### config.mk
export PLATFORM = sky130hd
export DESIGN_NAME = regfile_wb_scheduler
export DESIGN_NICKNAME = d
export VERILOG_FILES = /design/src/rtl/regfile_wb_scheduler.sv
export SDC_FILE = /design/constraint.sdc
export NUM_CORES = 1
export LEC_CHECK = 0
export CORE_MARGIN = 2
export CORE_UTILIZATION = 49
export CTS_BUF_LIST = sky130_fd_sc_hd__clkbuf_8
export CTS_CLUSTER_SIZE = 14
export DETAILED_ROUTE_END_ITERATION = 8
export MAX_ROUTING_LAYER = met4
export PLACE_DENSITY_LB_ADDON = 0.25
export RECOVER_POWER = 100
export SYNTH_ARGS = -nofsm -noshare
export SYNTH_HDL_FRONTEND = slang
export SYNTH_SLANG_ARGS = --single-unit
### constraint.sdc
create_clock -name clk -period 2.9 [get_ports clk]
set_clock_uncertainty 0.1 [all_clocks]
set_input_delay 0.435 -clock clk [delete_from_list [all_inputs] [get_ports clk]]
set_output_delay 0.435 -clock clk [all_outputs]
set_load 0.02 [all_outputs]
### src/rtl/regfile_wb_scheduler.sv
`default_nettype none
// ============================================================================
// Module   : regfile_wb_scheduler
// Purpose  : Write-back scheduler in front of a single-write-port register
//            file. Each accepted instruction write-back pair (E, M) becomes at
//            most two register-file writes, issued E first and then M. A
//            pending-write scoreboard lets decode detect read-after-write
//            hazards on srcA/srcB.
// Ports    : clk, rst_n                 - clock, async active-low reset
//            wb_valid/wb_ready          - write-back pair handshake
//            dstE/valE, dstM/valM       - write-back pair (RNONE = no write)
//            rf_we/rf_waddr/rf_wdata    - registered register-file write port
//            srcA/srcB                  - decode read IDs
//            hazA/hazB                  - pending-write hazard flags
//            fwdA_*/fwdB_*              - bypass hit/data (optional feature)
// Options  : define REGWB_BYPASS_EN to forward buffered data to decode and
//            suppress the matching hazard; otherwise fwd* outputs are 0.
// Revision : 1.0 - initial release
// ============================================================================
module regfile_wb_scheduler #(
    parameter int               DATA_W = 32,
    parameter int               REG_W  = 4,
    parameter logic [REG_W-1:0] RNONE  = 4'hF
) (
    input  logic              clk,
    input  logic              rst_n,
    input  logic              wb_valid,
    output logic              wb_ready,
    input  logic [REG_W-1:0]  dstE,
    input  logic [DATA_W-1:0] valE,
    input  logic [REG_W-1:0]  dstM,
    input  logic [DATA_W-1:0] valM,
    output logic              rf_we,
    output logic [REG_W-1:0]  rf_waddr,
    output logic [DATA_W-1:0] rf_wdata,
    input  logic [REG_W-1:0]  srcA,
    input  logic [REG_W-1:0]  srcB,
    output logic              hazA,
    output logic              hazB,
    output logic              fwdA_hit,
    output logic [DATA_W-1:0] fwdA_data,
    output logic              fwdB_hit,
    output logic [DATA_W-1:0] fwdB_data
);

    // One scoreboard bit per encodable ID; the RNONE bit is never set
    // because a write to RNONE is never needed.
    localparam int c_NUM_IDS = 1 << REG_W;

    typedef enum logic [1:0] {
        S_IDLE = 2'd0,
        S_WR_E = 2'd1,
        S_WR_M = 2'd2
    } state_t;

    state_t                r_state;
    logic                  r_needM;
    logic [REG_W-1:0]      r_dstM;
    logic [DATA_W-1:0]     r_valM;
`ifdef REGWB_BYPASS_EN
    logic [DATA_W-1:0]     r_valE;
`endif
    logic [c_NUM_IDS-1:0]  r_pending;
    logic [c_NUM_IDS-1:0]  w_pendingNext;

    logic w_needE;
    logic w_needM;
    logic w_accept;
    logic w_pendA;
    logic w_pendB;

    // M wins when both halves target the same register, so E is dropped.
    assign w_needM = (dstM != RNONE);
    assign w_needE = (dstE != RNONE) && !(w_needM && (dstE == dstM));

    // Ready in IDLE or during the last write of a pair, which lets a new
    // pair be accepted on the same edge that retires the previous one.
    assign wb_ready = (r_state == S_IDLE) || (r_state == S_WR_M) ||
                      ((r_state == S_WR_E) && !r_needM);
    assign w_accept = wb_valid && wb_ready;

    // Clear the bit being written this cycle first, then apply the new
    // pair's sets so a set on the same register takes priority.
    always_comb begin
        w_pendingNext = r_pending;
        if (rf_we) begin
            w_pendingNext[rf_waddr] = 1'b0;
        end
        if (w_accept && w_needE) begin
            w_pendingNext[dstE] = 1'b1;
        end
        if (w_accept && w_needM) begin
            w_pendingNext[dstM] = 1'b1;
        end
    end

    always_ff @(posedge clk or negedge rst_n) begin
        if (!rst_n) begin
            r_state   <= S_IDLE;
            r_needM   <= 1'b0;
            r_dstM    <= RNONE;
            r_valM    <= '0;
`ifdef REGWB_BYPASS_EN
            r_valE    <= '0;
`endif
            r_pending <= '0;
            rf_we     <= 1'b0;
            rf_waddr  <= RNONE;
            rf_wdata  <= '0;
        end else begin
            r_pending <= w_pendingNext;
            if (w_accept) begin
                r_needM <= w_needM;
                r_dstM  <= dstM;
                r_valM  <= valM;
`ifdef REGWB_BYPASS_EN
                r_valE  <= valE;
`endif
                // The first write goes straight from the inputs into the
                // output flops so it appears the cycle after acceptance.
                if (w_needE) begin
                    r_state  <= S_WR_E;
                    rf_we    <= 1'b1;
                    rf_waddr <= dstE;
                    rf_wdata <= valE;
                end else if (w_needM) begin
                    r_state  <= S_WR_M;
                    rf_we    <= 1'b1;
                    rf_waddr <= dstM;
                    rf_wdata <= valM;
                end else begin
                    r_state  <= S_IDLE;
                    rf_we    <= 1'b0;
                    rf_waddr <= RNONE;
                    rf_wdata <= '0;
                end
            end else if ((r_state == S_WR_E) && r_needM) begin
                r_state  <= S_WR_M;
                rf_we    <= 1'b1;
                rf_waddr <= r_dstM;
                rf_wdata <= r_valM;
            end else begin
                r_state  <= S_IDLE;
                rf_we    <= 1'b0;
                rf_waddr <= RNONE;
                rf_wdata <= '0;
            end
        end
    end

    assign w_pendA = (srcA != RNONE) && r_pending[srcA];
    assign w_pendB = (srcB != RNONE) && r_pending[srcB];

`ifdef REGWB_BYPASS_EN
    // Pending bits only ever describe the currently buffered pair, so the
    // buffer always holds the value about to be written to a pending ID.
    assign fwdA_hit  = w_pendA;
    assign fwdA_data = !w_pendA ? '0 : ((srcA == r_dstM) ? r_valM : r_valE);
    assign fwdB_hit  = w_pendB;
    assign fwdB_data = !w_pendB ? '0 : ((srcB == r_dstM) ? r_valM : r_valE);
    assign hazA      = 1'b0;
    assign hazB      = 1'b0;
`else
    assign fwdA_hit  = 1'b0;
    assign fwdA_data = '0;
    assign fwdB_hit  = 1'b0;
    assign fwdB_data = '0;
    assign hazA      = w_pendA;
    assign hazB      = w_pendB;
`endif

endmodule
`default_nettype wire

-- After elaboration in Yosys (flattened, before gate mapping)
Cells that the tools add are included.
- order comparisons: 8
- eq/ne operators: 7
- muxes and demuxes: 29
- bitwise logic cells: 4
- reduce and logical (&&, ||, !) cells: 17
- operators by type and width (cell ; count):
    $mux W32 ; 4
    $mux W16 ; 3
    $or A16 B16 Y16 ; 2
    $lt A4 B5 Y1 const B ; 5
    $and A16 B16 Y16 ; 1
    $mux W4 ; 4
    $ne A4 B4 Y1 const B ; 4
    $not A16 Y16 ; 1
    $demux W1 S4 ; 3
    $ge A4 B1 Y1 const B ; 3
    $logic_and A1 B1 Y1 ; 12
    $mux W1 ; 9
    $bmux W1 S4 ; 2
    $mux W2 ; 4
    $eq A4 B4 Y1 ; 1
    $eq A2 B1 Y1 const B ; 1
    $eq A2 B2 Y1 const B ; 1
    $logic_not A1 Y1 ; 2
    $logic_not A2 Y1 ; 1
    $logic_or A1 B1 Y1 ; 2
- register bits: 92
- bits of input ports: 83
- output and inout bits: 106
- word-level logic and storage cells: 73

-- Longest topological paths before layout
Gate-level depths: netlist of run 1.
- depth in word-level cells: 11
- gate-level depth with buffers: 7
- depth with buffers taken out: 5

-- Worst setup path before layout of run 1
Ideal clock, no wire load.
- path type: input to output
- from: input srcA[0]
- to: output hazA
- arrival: 1.431 ns
- required time: 2.365 ns
- setup slack: 0.934 ns
- cell stages on the path: 2
- path buffers: 0
- cells stage by stage: mux4_2 -> mux4_2
- longest elaborated chain between the ends: 3
- elaborated cells between the ends (all ways): 4
- classes of those cells: eq/ne: 1; mux: 2; reduce/logical: 1
- RTL lines (what ; RTL line ; source):
    start: declaration ; 36 ; input logic [REG_W-1:0] srcA,
    $bmux W1 S4 ; 151 ; assign w_pendA = (srcA != RNONE) && r_pending[srcA];
    $mux W1 (implied by the code) ; 151 ;
    $logic_and A1 B1 Y1 * ; 151 ;
    end: declaration ; 38 ; output logic hazA,
Mark *: on every way between the ends. The rest lies on a longest branch, timed or not. The select of a mux whose other input is x is not followed.

-- Worst setup path in the final report of run 1
- from: input srcB[1]
- to: output hazB
- longest elaborated chain between the ends: 3
- elaborated cells between the ends (all ways): 4
- classes of those cells: eq/ne: 1; mux: 2; reduce/logical: 1
- RTL lines (what ; RTL line ; source):
    start: declaration ; 37 ; input logic [REG_W-1:0] srcB,
    $bmux W1 S4 ; 152 ; assign w_pendB = (srcB != RNONE) && r_pending[srcB];
    $mux W1 (implied by the code) ; 152 ;
    $logic_and A1 B1 Y1 * ; 152 ;
    end: declaration ; 39 ; output logic hazB,
Marks and branches as above.

==> qor.txt, run 1 <==
outcome: complete, but fails checks
failing checks: max-capacitance violations, max-slew violations
Tot Pwr: 4000 uW
Iter 0 DRT Violations: 167
total CTS buffers: 9
Syn Area/Cell: 10.1 sq um
number of nets in the layout: 679
post-synth top area share: 43.3%
Max Slew Vio Count: 65
GR Overflow Total: 0
MaxCap Viol Count: 1
worst slew pin tran: 1560 ps
post-route ant nets: 0
fin worst setup slack: 151 ps
setup violators final: 0
crit-path max FO: 5
WL/cell: 15.6 microns
Netlist Area Pre-Place: 4790 sq um
ant diodes: 0
asr flop ratio synth: 100%
flops & latches, synth: 91
Core ar.: 9640 sq um
CTS tree: done
EDFF count, synth: 0
Worst Path Required: 2370 ps
Final Hold Viols: 0
First-pass DRT Iterations: 4
initial antenna violation count: 0
Vias: 3779
final std cells w/o fill: 734
dpl cell area: 5930 sq um
busiest grt layer: met2
Yosys cell types: 52
final wirelength: 11500 microns
Final period util: 94.8%
area delta synth->final: 27.5%
met3 Track Usage GR: 4.75%
reg2reg path depth: 7
CP startpoint kind: primary input
ranking of synthesized cells by area: dfrtp_1 (43%), buf_4 (11%), nand2_1 (8.8%), a221o_1 (6.7%), dfstp_2 (4.4%)
DRC violations left: 0
Clk Latency, worst-skew pair: 350 ps
Post-DP HPWL: 8280 microns
Vias per Instance: 5.15
post-synthesis sequential area ratio: 47.7%
Placement Rows: 36
RSZ-0062 raised after global routing: no
Initial Utilization: 49.7%
min Tclk post-route: 2750 ps
Max-slew headroom: -3.76%
Worst setup EP type: output pin
final core occ: 63.4%
Die Y: 103 microns
dpl cells: 718
ratio of cells with drive above 1 in the final layout: 9.82%
Clk pin slew, worst setup/hold paths: 100 ps
H-tree levels: 3
clock sinks: 91
CTS Root Cell: clkbuf_8
Synth warnings: 0
dominant synthesized flop cell: dfrtp_1
first-pass GRT wire length: 18400 microns
top-count cell post-synth: nand2_1
Horiz. Die Dim: 103 microns
Power Density: 654 nW/um^2
DIE AREA: 10600 sq um
largest net degree at the start of global routing: 65
HP Class: primary input to asynchronous set/reset pin
Cells after Synth: 474
Post-synth top cells: nand2_1 (113), dfrtp_1 (83), buf_4 (69)
Global Route met2 Usage: 37.7%
worst setup slack after placement: -240 ps
Leak: 0.00282 uW
vias in the first global route: 3814
port bufs: 122
Max Clk Rate: 364 MHz
area leader, netlist: dfrtp_1
met1 usage: 28.7%
Peak supply drop: 0.307 mV
Placer Congestion: 0.900
Layout Cell Area excl Fill: 6110 sq um
crit path DAT: 2210 ps
IO Count: 189
critical path class: primary input to output pin
GRT Util Overall: 23.1%
maximum clock path buffer count: 2
-- logic make-up (layout without fill, tap and decap cells) --
kind of cell,after synthesis,after routing,synth area share [%]
flops,91,91,47.7
other cells,1,66,0.0782
xor+xnor,4,4,0.888
mux,13,13,4.88
compound gates,89,89,15.3
simple gates,182,182,17.7
buf+inv,94,156,13.4
-- registers in the layout, indices dropped and copies added, names as in the netlist --
register,count
r_pending,15
rf_waddr,4
r_dstM,4
rf_we,1
r_valM,32
rf_wdata,32
r_state,2
r_needM,1
-- cell type report --
type | count | area [sq um]
timing repair buffer | 135 | 1300
tap | 133 | 166
fill | 837 | 3530
sequential | 91 | 2290
clock inverter | 6 | 95.1
inverter | 5 | 18.8
multi-input combinational | 354 | 2100
clock buffer | 10 | 138
-- metrics by stage --
step                hold slack (ps)  TNS [ps]
finish                          351         0
global route                    403         0
CTS                            93.4         0
detailed placement              353      -468
global placement                349      -416
floorplan                      39.4         0
-- report_power, final --
part,internal (uW),switching [uW]
registers,1580,184
logic,589,669
clock network,518,457
total,2690,1310
-- worst paths after layout --
path	from	endpoint	slack, ps
worst max register to register	r_needM	r_valM[25]	340
worst max-delay path	srcB[1]	hazB	150
worst min register to register	r_dstM[3]	r_dstM[3]	360
worst min-delay path	rst_n	rf_wdata[2]	350
min in group clk	r_dstM[3]	r_dstM[3]	360
max in group asynchronous	rst_n	r_valM[18]	900
-- worst max-delay path: stages --
cell           delay, ps
dlygate4sd3_1        650
mux4_2               330
mux4_2               470
dlygate4sd2_1        330
-- cell usage in the layout (no fill, tap or decap), drive strengths merged, types with 9 or more instances in the layout --
cell	Yosys	final
conb	1	66
nand2	113	113
and2	33	33
clkdlybuf4s50	0	74
clkbuf	9	15
buf	80	9
o21ai	20	20
a221o	32	32
dfrtp	83	83
dlygate4sd3	0	43
-- timing repair --
item / in CTS / in global routing
hold buffers: 0 / 0
endpoints found under the setup margin: 2 / 1
resized for setup: 3 / 1
cloned: 0 / 0
setup buffers: 0 / 0
endpoints found under the hold margin: 0 / 0
-- per-layer routing --
metal | share of wire [%] | wire [microns]
met2 | 50 | 5780
met3 | 6.6 | 752
met1 | 42 | 4770
met5 | 0 | 0
met4 | 1.4 | 155
Note: power is estimated with default switching activity, not from simulation.
==> run 2: changes to the inputs <==
--- a/config.mk
+++ b/config.mk
@@ -5,7 +5,7 @@
 export SDC_FILE = /design/constraint.sdc
 export NUM_CORES = 1
 export LEC_CHECK = 0
-export CORE_MARGIN = 2
+export CORE_MARGIN = 1
 export CORE_UTILIZATION = 49
 export CTS_BUF_LIST = sky130_fd_sc_hd__clkbuf_8
 export CTS_CLUSTER_SIZE = 14
==> qor.txt, run 2 (synthesis gave the netlist of run 1 again) <==
worst slew pin tran: 1270 ps (-287 ps)
first-pass GRT wire length: 18800 microns (+2.1%)
H-tree levels: 3 (unchanged)
Worst Path Required: 2370 ps (about the same)
initial antenna violation count: 0 (unchanged)
Largest regs: r_valM: 32 flops, rf_wdata: 32 flops, r_pending: 15 flops
most frequent cells in the layout: nand2_1 (113), dfrtp_1 (83), clkdlybuf4s50_1 (77)
clock share of power: 21.2% (-3.2 points)
vias in the first global route: 3852 (+1.0%)
IO Count: 189 (unchanged)
total CTS buffers: 9 (unchanged)
Internal: 2520 uW (-6.1%)
DRC violations left: 0 (unchanged)
maximum clock path buffer count: 2 (unchanged)
Logic pwr share: 33.0% (+1.5 points)
Max Clk Rate: 371 MHz (+2.1%)
dpl cell area: 5930 sq um (unchanged)
commonest non-fill, non-tap cell in the layout: nand2_1
Iter 0 DRT Violations: 227 (+36%)
Final period util: 92.8% (-1.9 points)
outcome: completed
Die Y: 101 microns (-1.9%)
switching share of power: 34.5% (+1.8 points)
Horiz. Die Dim: 101 microns (-1.9%)
WL/cell: 15.7 microns (+0.85%)
Final Hold Viols: 0 (unchanged)
area delta synth->final: 26.6%
post-route ant nets: 0 (unchanged)
clock sinks: 91 (unchanged)
Placer Congestion: 0.881 (-2.1%)
Worst setup EP type: output pin
MaxCap Viol Count: 0 (-1)
crit-path most repeated cell: mux4_2
Net Switching: 1330 uW (+1.7%)
cts hold-fix bufs: 0 (unchanged)
GRT Util Overall: 24.2% (+1.1 points)
Clk pin slew, worst setup/hold paths: 100 ps (about the same)
RSZ-0062 raised after global routing: no
Max-slew headroom: 15.4% (+19 points)
final wirelength: 11500 microns (+0.17%)
Power Density: 635 nW/um^2 (-2.9%)
ratio of cells with drive above 1 in the final layout: 9.83% (+0.016 points)
Vias: 3858 (+2.1%)
number of nets in the layout: 678 (-0.15%)
Peak supply drop: 0.300 mV (-2.2%)
Post-DP HPWL: 8220 microns (-0.70%)
crit path DAT: 2160 ps (-50 ps)
max incr delay on CP: 590 ps (-60 ps)
Final Hold Slack: 245 ps (-106 ps)
Leak: 0.00280 uW (-0.83%)
postcts setup bufs: 0 (unchanged)
Vias per Instance: 5.29 (+2.8%)
reg2reg path depth: 5 (-2)
CTS tree: done
HP Class: primary input to asynchronous set/reset pin
Tot Pwr: 3860 uW (-3.5%)
dpl cells: 713 (-0.70%)
crit-path max FO: 5 (unchanged)
crit-path cells: clkdlybuf4s50_1 > mux4_2 > mux4_2 > dlygate4sd2_1
DIE AREA: 10200 sq um (-3.8%)
largest net degree at the start of global routing: 54 (-17%)
final std cells w/o fill: 729 (-0.68%)
CTS Root Cell: clkbuf_8
Seq pwr share: 45.8% (+1.7 points)
Placement Rows: 35 (-2.8%)
ant diodes: 0 (unchanged)
Core ar.: 9370 sq um (-2.8%)
GR Overflow Total: 0 (unchanged)
First-pass DRT Iterations: 4 (unchanged)
CP startpoint kind: primary input
Initial Utilization: 51.1% (+1.4 points)
CP max-delay cell: clkdlybuf4s50_1
Layout Cell Area excl Fill: 6070 sq um (-0.68%)
Clk Latency, worst-skew pair: 340 ps (about the same)
min Tclk post-route: 2690 ps (-56.1 ps)
port bufs: 122 (unchanged)
critical path class: primary input to output pin
Max Slew Vio Count: 0 (-100%)
setup violators final: 0 (unchanged)
-- run 2: path summary, 6_finish.rpt --
check | slack [ps] | endpoint | startpoint
max | 210 | hazA | srcA[1]
min | 250 | rf_wdata[22] | rst_n
max reg2reg | 640 | r_dstM[1] | r_needM
min reg2reg | 370 | r_dstM[3] | r_dstM[3]
max in group asynchronous | 840 | r_valM[15] | rst_n
min in group clk | 370 | r_dstM[3] | r_dstM[3]
-- run 2: layer usage --
layer / wire (microns) / vias up / share of wire [%] / GRT usage (%)
met2: 5600 / 173 / 49 / 39.6
met4: 150 / 0 / 1.3 / 7.02
li1: - / 1778 / - / -
met5: 0 / - / 0 / -
met3: 683 / 17 / 5.9 / 3.33
met1: 5050 / 1890 / 44 / 31.7
-- run 2: what timing repair did --
| action | in CTS | in global routing |
|---|---|---|
| endpoints found under the hold margin | 0 | 0 |
| gates resized for setup | 3 | 1 |
| setup endpoints to repair | 2 | 1 |
-- run 2: stage by stage --
step	utilization, %	TNS (ps)	worst slack (ps)
floorplan	-	0	934
finish	64.8	0	207
global route	64.8	0	121
CTS	65.3	0	13.4
global placement	63.3	-403	-204
detailed placement	63.3	-477	-251
-- run 2: layout make-up --
| type | count | area (sq um) |
|---|---|---|
| inverter | 5 | 18.8 |
| sequential | 91 | 2290 |
| fill | 811 | 3300 |
| clock buffer | 10 | 138 |
| timing repair buffer | 134 | 1300 |
| tap | 129 | 161 |
| clock inverter | 6 | 53.8 |
| multi-input combinational | 354 | 2110 |
-- run 2: worst max-delay path, delay by kind of cell --
| kind | cells | cell delay [ps] |
|---|---|---|
| buffers and inverters | 2 | 920 |
| multiplexers | 2 | 790 |
-- run 2: power groups by stage --
stage	Combinational [uW]	Clock (uW)	Sequential, uW
detailed placement	1330	0	1790
global route	1390	899	1800
global placement	1310	0	1770
floorplan	770	0	1840
finish	1270	816	1770
CTS	1330	842	1770
